`src/rtl/fetch_decode.sv`:
```
// fetch_decode: AXI read-burst instruction fetcher feeding a combinational RV64 field/immediate decoder
// Ports: clk, reset (sync, active-low), entry (start pc, sampled in reset);
//   m_axi_ar* / m_axi_r* AXI read master; if_valid/if_instr/if_pc fetched-word strobe;
//   halted (stopped on an all-zero beat); opcode/rd/rs1/rs2/funct3/funct7/imm/itype decoded fields.
module fetch_decode #(
  parameter int ADDR_WIDTH = 64,
  parameter int DATA_WIDTH = 64
) (
  input  logic                  clk,
  input  logic                  reset,
  input  logic [63:0]           entry,
  output logic [ADDR_WIDTH-1:0] m_axi_araddr,
  output logic                  m_axi_arvalid,
  input  logic                  m_axi_arready,
  output logic [7:0]            m_axi_arlen,
  output logic [2:0]            m_axi_arsize,
  output logic [1:0]            m_axi_arburst,
  input  logic [DATA_WIDTH-1:0] m_axi_rdata,
  input  logic                  m_axi_rvalid,
  input  logic                  m_axi_rlast,
  output logic                  m_axi_rready,
  output logic                  if_valid,
  output logic [31:0]           if_instr,
  output logic [63:0]           if_pc,
  output logic                  halted,
  output logic [6:0]            opcode,
  output logic [4:0]            rd,
  output logic [4:0]            rs1,
  output logic [4:0]            rs2,
  output logic [2:0]            funct3,
  output logic [6:0]            funct7,
  output logic [63:0]           imm,
  output logic [2:0]            itype
);
  typedef enum logic [2:0] {ADDR, DATA, ISSUE_LO, ISSUE_HI, HALT} state_t;
  state_t state, state_n;
  logic [63:0] pc, addr;
  logic [DATA_WIDTH-1:0] beat;
  logic last;
  assign m_axi_araddr  = pc[ADDR_WIDTH-1:0];
  assign m_axi_arlen   = 8'd7;
  assign m_axi_arsize  = 3'b011;
  assign m_axi_arburst = 2'b01;
  always_ff @(posedge clk) begin
    if (!reset) begin
      state <= ADDR;
      pc    <= entry;
      addr  <= entry;
      beat  <= '0;
      last  <= 1'b0;
    end else begin
      state <= state_n;
      if (state == DATA && m_axi_rvalid) begin
        beat <= m_axi_rdata;
        last <= m_axi_rlast;
      end
      if (state == ISSUE_HI) begin
        addr <= addr + 64'd8;
        if (last) pc <= pc + 64'd64;
      end
    end
  end
  // Handshake strobes are gated by reset so nothing is requested or accepted while it is held.
  always_comb begin
    state_n       = state;
    m_axi_arvalid = reset && state == ADDR;
    m_axi_rready  = reset && state == DATA;
    if_valid      = reset && (state == ISSUE_LO || state == ISSUE_HI);
    halted        = state == HALT;
    if_instr      = state == ISSUE_HI ? beat[63:32] : beat[31:0];
    if_pc         = state == ISSUE_HI ? addr + 64'd4 : addr;
    case (state)
      ADDR:     state_n = m_axi_arready ? DATA : ADDR;
      DATA:     state_n = !m_axi_rvalid ? DATA : m_axi_rdata == '0 ? HALT : ISSUE_LO;
      ISSUE_LO: state_n = ISSUE_HI;
      ISSUE_HI: state_n = last ? ADDR : DATA;
      default:  state_n = HALT;
    endcase
  end
  assign opcode = if_instr[6:0];
  assign rd     = if_instr[11:7];
  assign funct3 = if_instr[14:12];
  assign rs1    = if_instr[19:15];
  assign rs2    = if_instr[24:20];
  assign funct7 = if_instr[31:25];
  always_comb begin
    itype = 3'd7;
    imm   = '0;
    case (opcode)
      7'b0110011, 7'b0111011: itype = 3'd0;
      7'b0010011, 7'b0011011, 7'b0000011, 7'b1100111: begin
        itype = 3'd1;
        imm   = {{52{if_instr[31]}}, if_instr[31:20]};
      end
      7'b0100011: begin
        itype = 3'd2;
        imm   = {{52{if_instr[31]}}, if_instr[31:25], if_instr[11:7]};
      end
      7'b1100011: begin
        itype = 3'd3;
        imm   = {{51{if_instr[31]}}, if_instr[31], if_instr[7], if_instr[30:25], if_instr[11:8], 1'b0};
      end
      7'b0110111, 7'b0010111: begin
        itype = 3'd4;
        imm   = {{32{if_instr[31]}}, if_instr[31:12], 12'b0};
      end
      7'b1101111: begin
        itype = 3'd5;
        imm   = {{43{if_instr[31]}}, if_instr[31], if_instr[19:12], if_instr[20], if_instr[30:21], 1'b0};
      end
      default: ;
    endcase
  end
endmodule

```
`config.mk`:
```
export PLATFORM = sky130hd
export DESIGN_NAME = fetch_decode
export DESIGN_NICKNAME = d
export VERILOG_FILES = /design/src/rtl/fetch_decode.sv
export SDC_FILE = /design/constraint.sdc
export NUM_CORES = 1
export LEC_CHECK = 0
export CAP_MARGIN = 10
export CORE_MARGIN = 4
export CORE_UTILIZATION = 40
export CTS_BUF_LIST = sky130_fd_sc_hd__clkbuf_8
export DETAILED_ROUTE_END_ITERATION = 16
export GPL_ROUTABILITY_DRIVEN = 0
export PLACE_DENSITY_LB_ADDON = 0.08
export SLEW_MARGIN = 20
export SYNTH_ARGS = -nofsm -noshare
export SYNTH_HDL_FRONTEND = slang
export SYNTH_SLANG_ARGS = --single-unit
```
`constraint.sdc`:
```
create_clock -name clk -period 10.45 [get_ports clk]
set_input_delay 2.6125 -clock clk [delete_from_list [all_inputs] [get_ports clk]]
set_output_delay 2.6125 -clock clk [all_outputs]
set_load 0.05 [all_outputs]
```
* Yosys cells after proc, flatten, opt, wreduce, memory -nomap -nowiden
Index checks and enable logic that the tools add are counted.
** Word-level totals
- Word-level logic and storage cells :: 50
- Bits of input ports :: 133
- Bits in registers :: 196
** Operators by class
- Multiplexer cells :: 14
- Add/sub/neg operators :: 3
- Reductions and logical operators :: 11
- Equal/unequal tests :: 17
** Operators with widths (count)
- two-way mux 64 bit :: 6
- case mux 64 bit (5 select lines) :: 1
- adder 64 x 3 -> 64 bit, second input constant :: 1
- adder 64 x 4 -> 64 bit, second input constant :: 1
- adder 64 x 7 -> 64 bit, second input constant :: 1
- zero test 64 bit :: 1
- two-way mux 32 bit :: 1
- equality test 7 x 6 -> 1 bit, second input constant :: 4
- equality test 7 x 5 -> 1 bit, second input constant :: 3
- equality test 7 bit, second input constant :: 3
- case mux 3 bit (6 select lines) :: 1
- case mux 3 bit (4 select lines) :: 1
- equality test 7 x 2 -> 1 bit, second input constant :: 1
- equality test 3 x 2 -> 1 bit, second input constant :: 2
- two-way mux 3 bit :: 2
- logical AND 1 bit :: 4
- != test 2 x 1 -> 1 bit, second input constant :: 2
- OR reduction 2 bit :: 2
- OR reduction 4 bit :: 1
- equality test 3 x 1 -> 1 bit, second input constant :: 1
- equality test 3 bit, second input constant :: 1
- zero test 3 bit :: 1
- two-way mux 1 bit :: 2
- AND reduction 2 bit :: 1
- logical OR 1 bit :: 1

* Longest topological paths before layout
- Word-level depth :: 5
- Depth in mapped cells :: 8
- Mapped depth without buffers :: 6

* Worst setup path before layout
Ideal clock, no wire load.
- Path kind :: reg-to-output
- Start :: register state[0]
- End :: output imm[32]
- Setup slack :: 2.676 ns
- Arrival :: 5.162 ns
- Path buffers :: 2
- Cell stages (with the launch flop) :: 8
- Cells stage by stage :: dfxtp_1 clkbuf_1 nor2b_1 nand2_1 o31ai_1 nor2_1 a21boi_0 buf_4
** Between the ends
- Word-level cells in the longest chain between the ends :: 5
- Elaborated cells on any way between the ends :: 14
** RTL lines
- start: declaration :: RTL line 36 : state_t state, state_n;
- start signal: assignment :: RTL line 52 : state <= state_n;
- equality test 3 x 2 -> 1 bit (*) :: RTL line 70 : if_instr = state == ISSUE_HI ? beat[63:32] : beat[31:0];
- two-way mux 32 bit (*) :: RTL line 70
- equality test 7 x 5 -> 1 bit (tied with other cells) :: RTL line 89 : case (opcode)
- OR reduction 4 bit / OR reduction 2 bit (equally long branches) :: RTL line 89
- case mux 64 bit (5 select lines) (*) :: RTL line 89
- end: declaration :: RTL line 32 : output logic [63:0] imm,
Every way passes the cells marked *; elsewhere a longest branch is shown, timed or not.

* Worst setup path after layout
- Start :: register addr[13]
- End :: output if_pc[57]
** Between the ends
- Word-level cells in the longest chain between the ends :: 2
** RTL lines
- start: declaration :: RTL line 37 : logic [63:0] pc, addr;
- start signal: assignment :: RTL line 48 : addr <= entry;
- start signal: assignment :: RTL line 58 : addr <= addr + 64'd8;
- adder 64 x 3 -> 64 bit :: RTL line 71 : if_pc = state == ISSUE_HI ? addr + 64'd4 : addr;
- two-way mux 64 bit :: RTL line 71
- end: declaration :: RTL line 24 : output logic [63:0] if_pc,
No other way between the ends.

==> key figures <==
Run status
  – Outcome: finished, final reports clean

STA
  – Number of hold violations in the final report: 0
  – Final Max Slew Viols: 0
  – Final setup vio count: 0
  – Clock skew: approximately 0.021 ns
  – Final worst path period share: a little under 70%
  – Fin crit period: slightly above 7 ns
  – Slew headroom: between 20% and 30%
  – TNS Setup: 0 ns
  – Worst Tran Pin Value: around 1.2 ns
  – RSZ-0062 raised after global routing: false
  – Max Freq: 140.6 MHz

Clock network
  – CTS buffer count: 17
  – Sink Count: a little under 200
  – Resized Gates After CTS: 0
  – Clock-pin transition on the worst setup and hold timing paths: ~0.11 ns
  – Total setup buffers inserted after CTS: 0
  – CTS H-tree lvls: 4
  – Max clock buf depth: 2
  – Clock Tree Root: clkbuf_8
  – CTS Hold Bufs: 0
  – Clk Latency, worst-skew pair: 0.49 ns
  – CTS tree: done

Detailed routing
  – Via count: between 10,000 and 15,000
  – Vias/cell: 5.779
  – Initial DRC Count: about 1,400
  – Antenna Nets Post-Route: 0
  – Drt pass-1 iters: 6
  – DRC violations left: 0
  – Routed len/inst: around 21 µm
  – Post-Route WL: about 48 mm

Setup path
  – Startpoint types: register
  – WP buf/inv: 1
  – CP Max Fanout: 11
  – Slowest-stage cell, CP: clkdlybuf4s50_1
  – WP data required: 7.84 ns
  – Crit path arrival time: roughly 4.5 ns
  – Critical path's largest stage delay: 0.85 ns
  – CP delay by family, top: simple AND/OR/NAND/NOR gates
  – Endpoint type of the worst setup path: output pin
  – Crit path cell chain: nand4_1 > nor3_1 > nand4_1 > nor4_1 > xor2_1 > clkdlybuf4s50_1
  – CP Class: register to output pin
  – Most frequent CP cell: nand4_1
  – Reg2Reg Depth: 5
  – Stages on worst setup path: 6

Global routing
  – Pin count of the biggest net entering global routing: 78
  – Initial antenna violation count: 2
  – Global Route Usage Sum: 25.95%
  – Vias in the first global route: 12,098
  – First-pass GRT wire length: ~70 mm
  – Grt ovf: 0

Logic synthesis
  – Synth Warn #: 0
  – Asr flop ratio synth: 0%
  – Post-synth EDFFs: between 100 and 150
  – Yosys reg bits: between 150 and 200
  – Synth Cell Area: between 10,000 and 15,000 µm²
  – Dominant synthesized flop cell: edfxtp_1
  – Most instantiated cells after synthesis: nand2_1, edfxtp_1, nor2_1, a21oi_1, buf_4
  – Synth Area per Inst: 8.242 µm²
  – Most common cell in the synthesized netlist: nand2_1
  – Synth top area share: between 30% and 40%
  – Distinct cells, synth: 60
  – Synth top area cells: edfxtp_1, dfxtp_1, nand2_1
  – Cell taking the most area after synthesis: edfxtp_1
  – Instance count of the mapped netlist: ~1,600
  – Sequential element share of the synthesized area: between 40% and 50%

Place
  – Final HPWL DP: between 30 and 40 mm
  – Cells after DPL: 2,208
  – Number of port buffers: 395

Die
  – Initial core utilization: 40.54%
  – Die Area: between 30,000 and 40,000 µm²
  – Rows: 65
  – Die height: between 150 and 200 µm
  – Total core area: roughly 32,000 µm²
  – Die width: approximately 190 µm
  – Boundary Pins: 409

Worst hold path
  – Hold Path Cell Cnt: 2
  – Worst Hold Class: register to register

Power
  – P per Cell Area: about 120 nW/µm²
  – Pleak: just under 6 nW
  – Max VDD drop: 0.07723 mV

Finish
  – Fin util: between 50% and 60%
  – Area Overhead vs Synth: 31.86%
  – Final std cells w/o fill: 2,244
  – Fin nets: 1,962
  – Share of layout cells above drive strength 1: between 3 and 4%

Job
  – MaxCap Viol Count: 0
-- registers in the layout (all words and copies together), names as in the netlist --
register / flops
last: 1
m_axi_araddr: 64
beat: 64
state: 3
addr: 64
-- power by group --
| part | switching [mW] | leakage, nW | internal (mW) |
|---|---|---|---|
| combinational | 0.356 | 3.81 | 0.189 |
| clock | 0.319 | 0.196 | 0.176 |
| sequential | 0.0660 | 1.78 | 0.887 |
-- kinds of logic after synthesis --
group | share of synthesized area, %
simple gates | 27.53
compound gates | 12.92
buf+inv | 8.608
flops | 40.69
xor+xnor | 8.011
mux | 1.888
fa+ha+maj | 0.2935
other cells | 0.05871
-- layout by cell type, fill, tap and decap left out, types with 49 or more instances in the layout --
cell type / count
dfxtp_1: 68
nand4_1: 64
nand3_1: 61
a31oi_1: 49
nor2_1: 128
a21oi_1: 124
clkdlybuf4s50_1: 394
nand2_1: 240
xnor2_1: 55
xor2_1: 62
o21ai_0: 51
edfxtp_1: 128
-- tightest hold or removal path, stage by stage (launching register included) --
cell and delay (ns):
dfxtp_1 0.33, nand2_1 0.05, a21oi_1 0.05
-- layout make-up --
class	instances	area [µm²]
diodes	3	7.507
flip-flops and latches	196	5205
fillers	3034	14690
well taps	402	503.0
repair buffers	408	4053
multi-input cells	1157	6550
clock buffers	17	234.0
clock inverters	15	141.4
inverters	46	172.7
-- routing by layer --
layer	vias to the layer above	wire length [µm]	global-route usage [%]	part of all wire [%]
li1	6057	-	-	-
met1	6178	20600	36.22	43
met2	666	21990	40.58	46
met3	66	4048	5.935	8.5
met4	0	1170	7.537	2.4
met5	-	0	0	0
-- path summary, 6_finish.rpt --
kind                    end  startpoint  slack, ns
hold / removal     beat[60]    beat[60]       0.46
setup reg to reg   addr[57]    addr[13]       7.11
hold reg to reg    beat[60]    beat[60]       0.46
setup / recovery  if_pc[57]    addr[13]       3.34
-- per-stage QoR --
| stage | worst slack (ns) | hold slack, ns | total power, mW | area, µm² |
|---|---|---|---|---|
| final | 3.335 | 0.4607 | 1.992 | 16870 |
| after global routing | 3.101 | 0.4799 | 2.068 | 16860 |
| after CTS | 3.289 | 0.4618 | 1.998 | 16840 |
| after detailed placement | 3.400 | 0.4458 | 1.513 | 16460 |
| after global placement | 3.353 | 0.4415 | 1.508 | 16460 |
| after floorplan | 2.676 | 0.4357 | 1.303 | 12830 |
(Power assumes the default switching activity.)
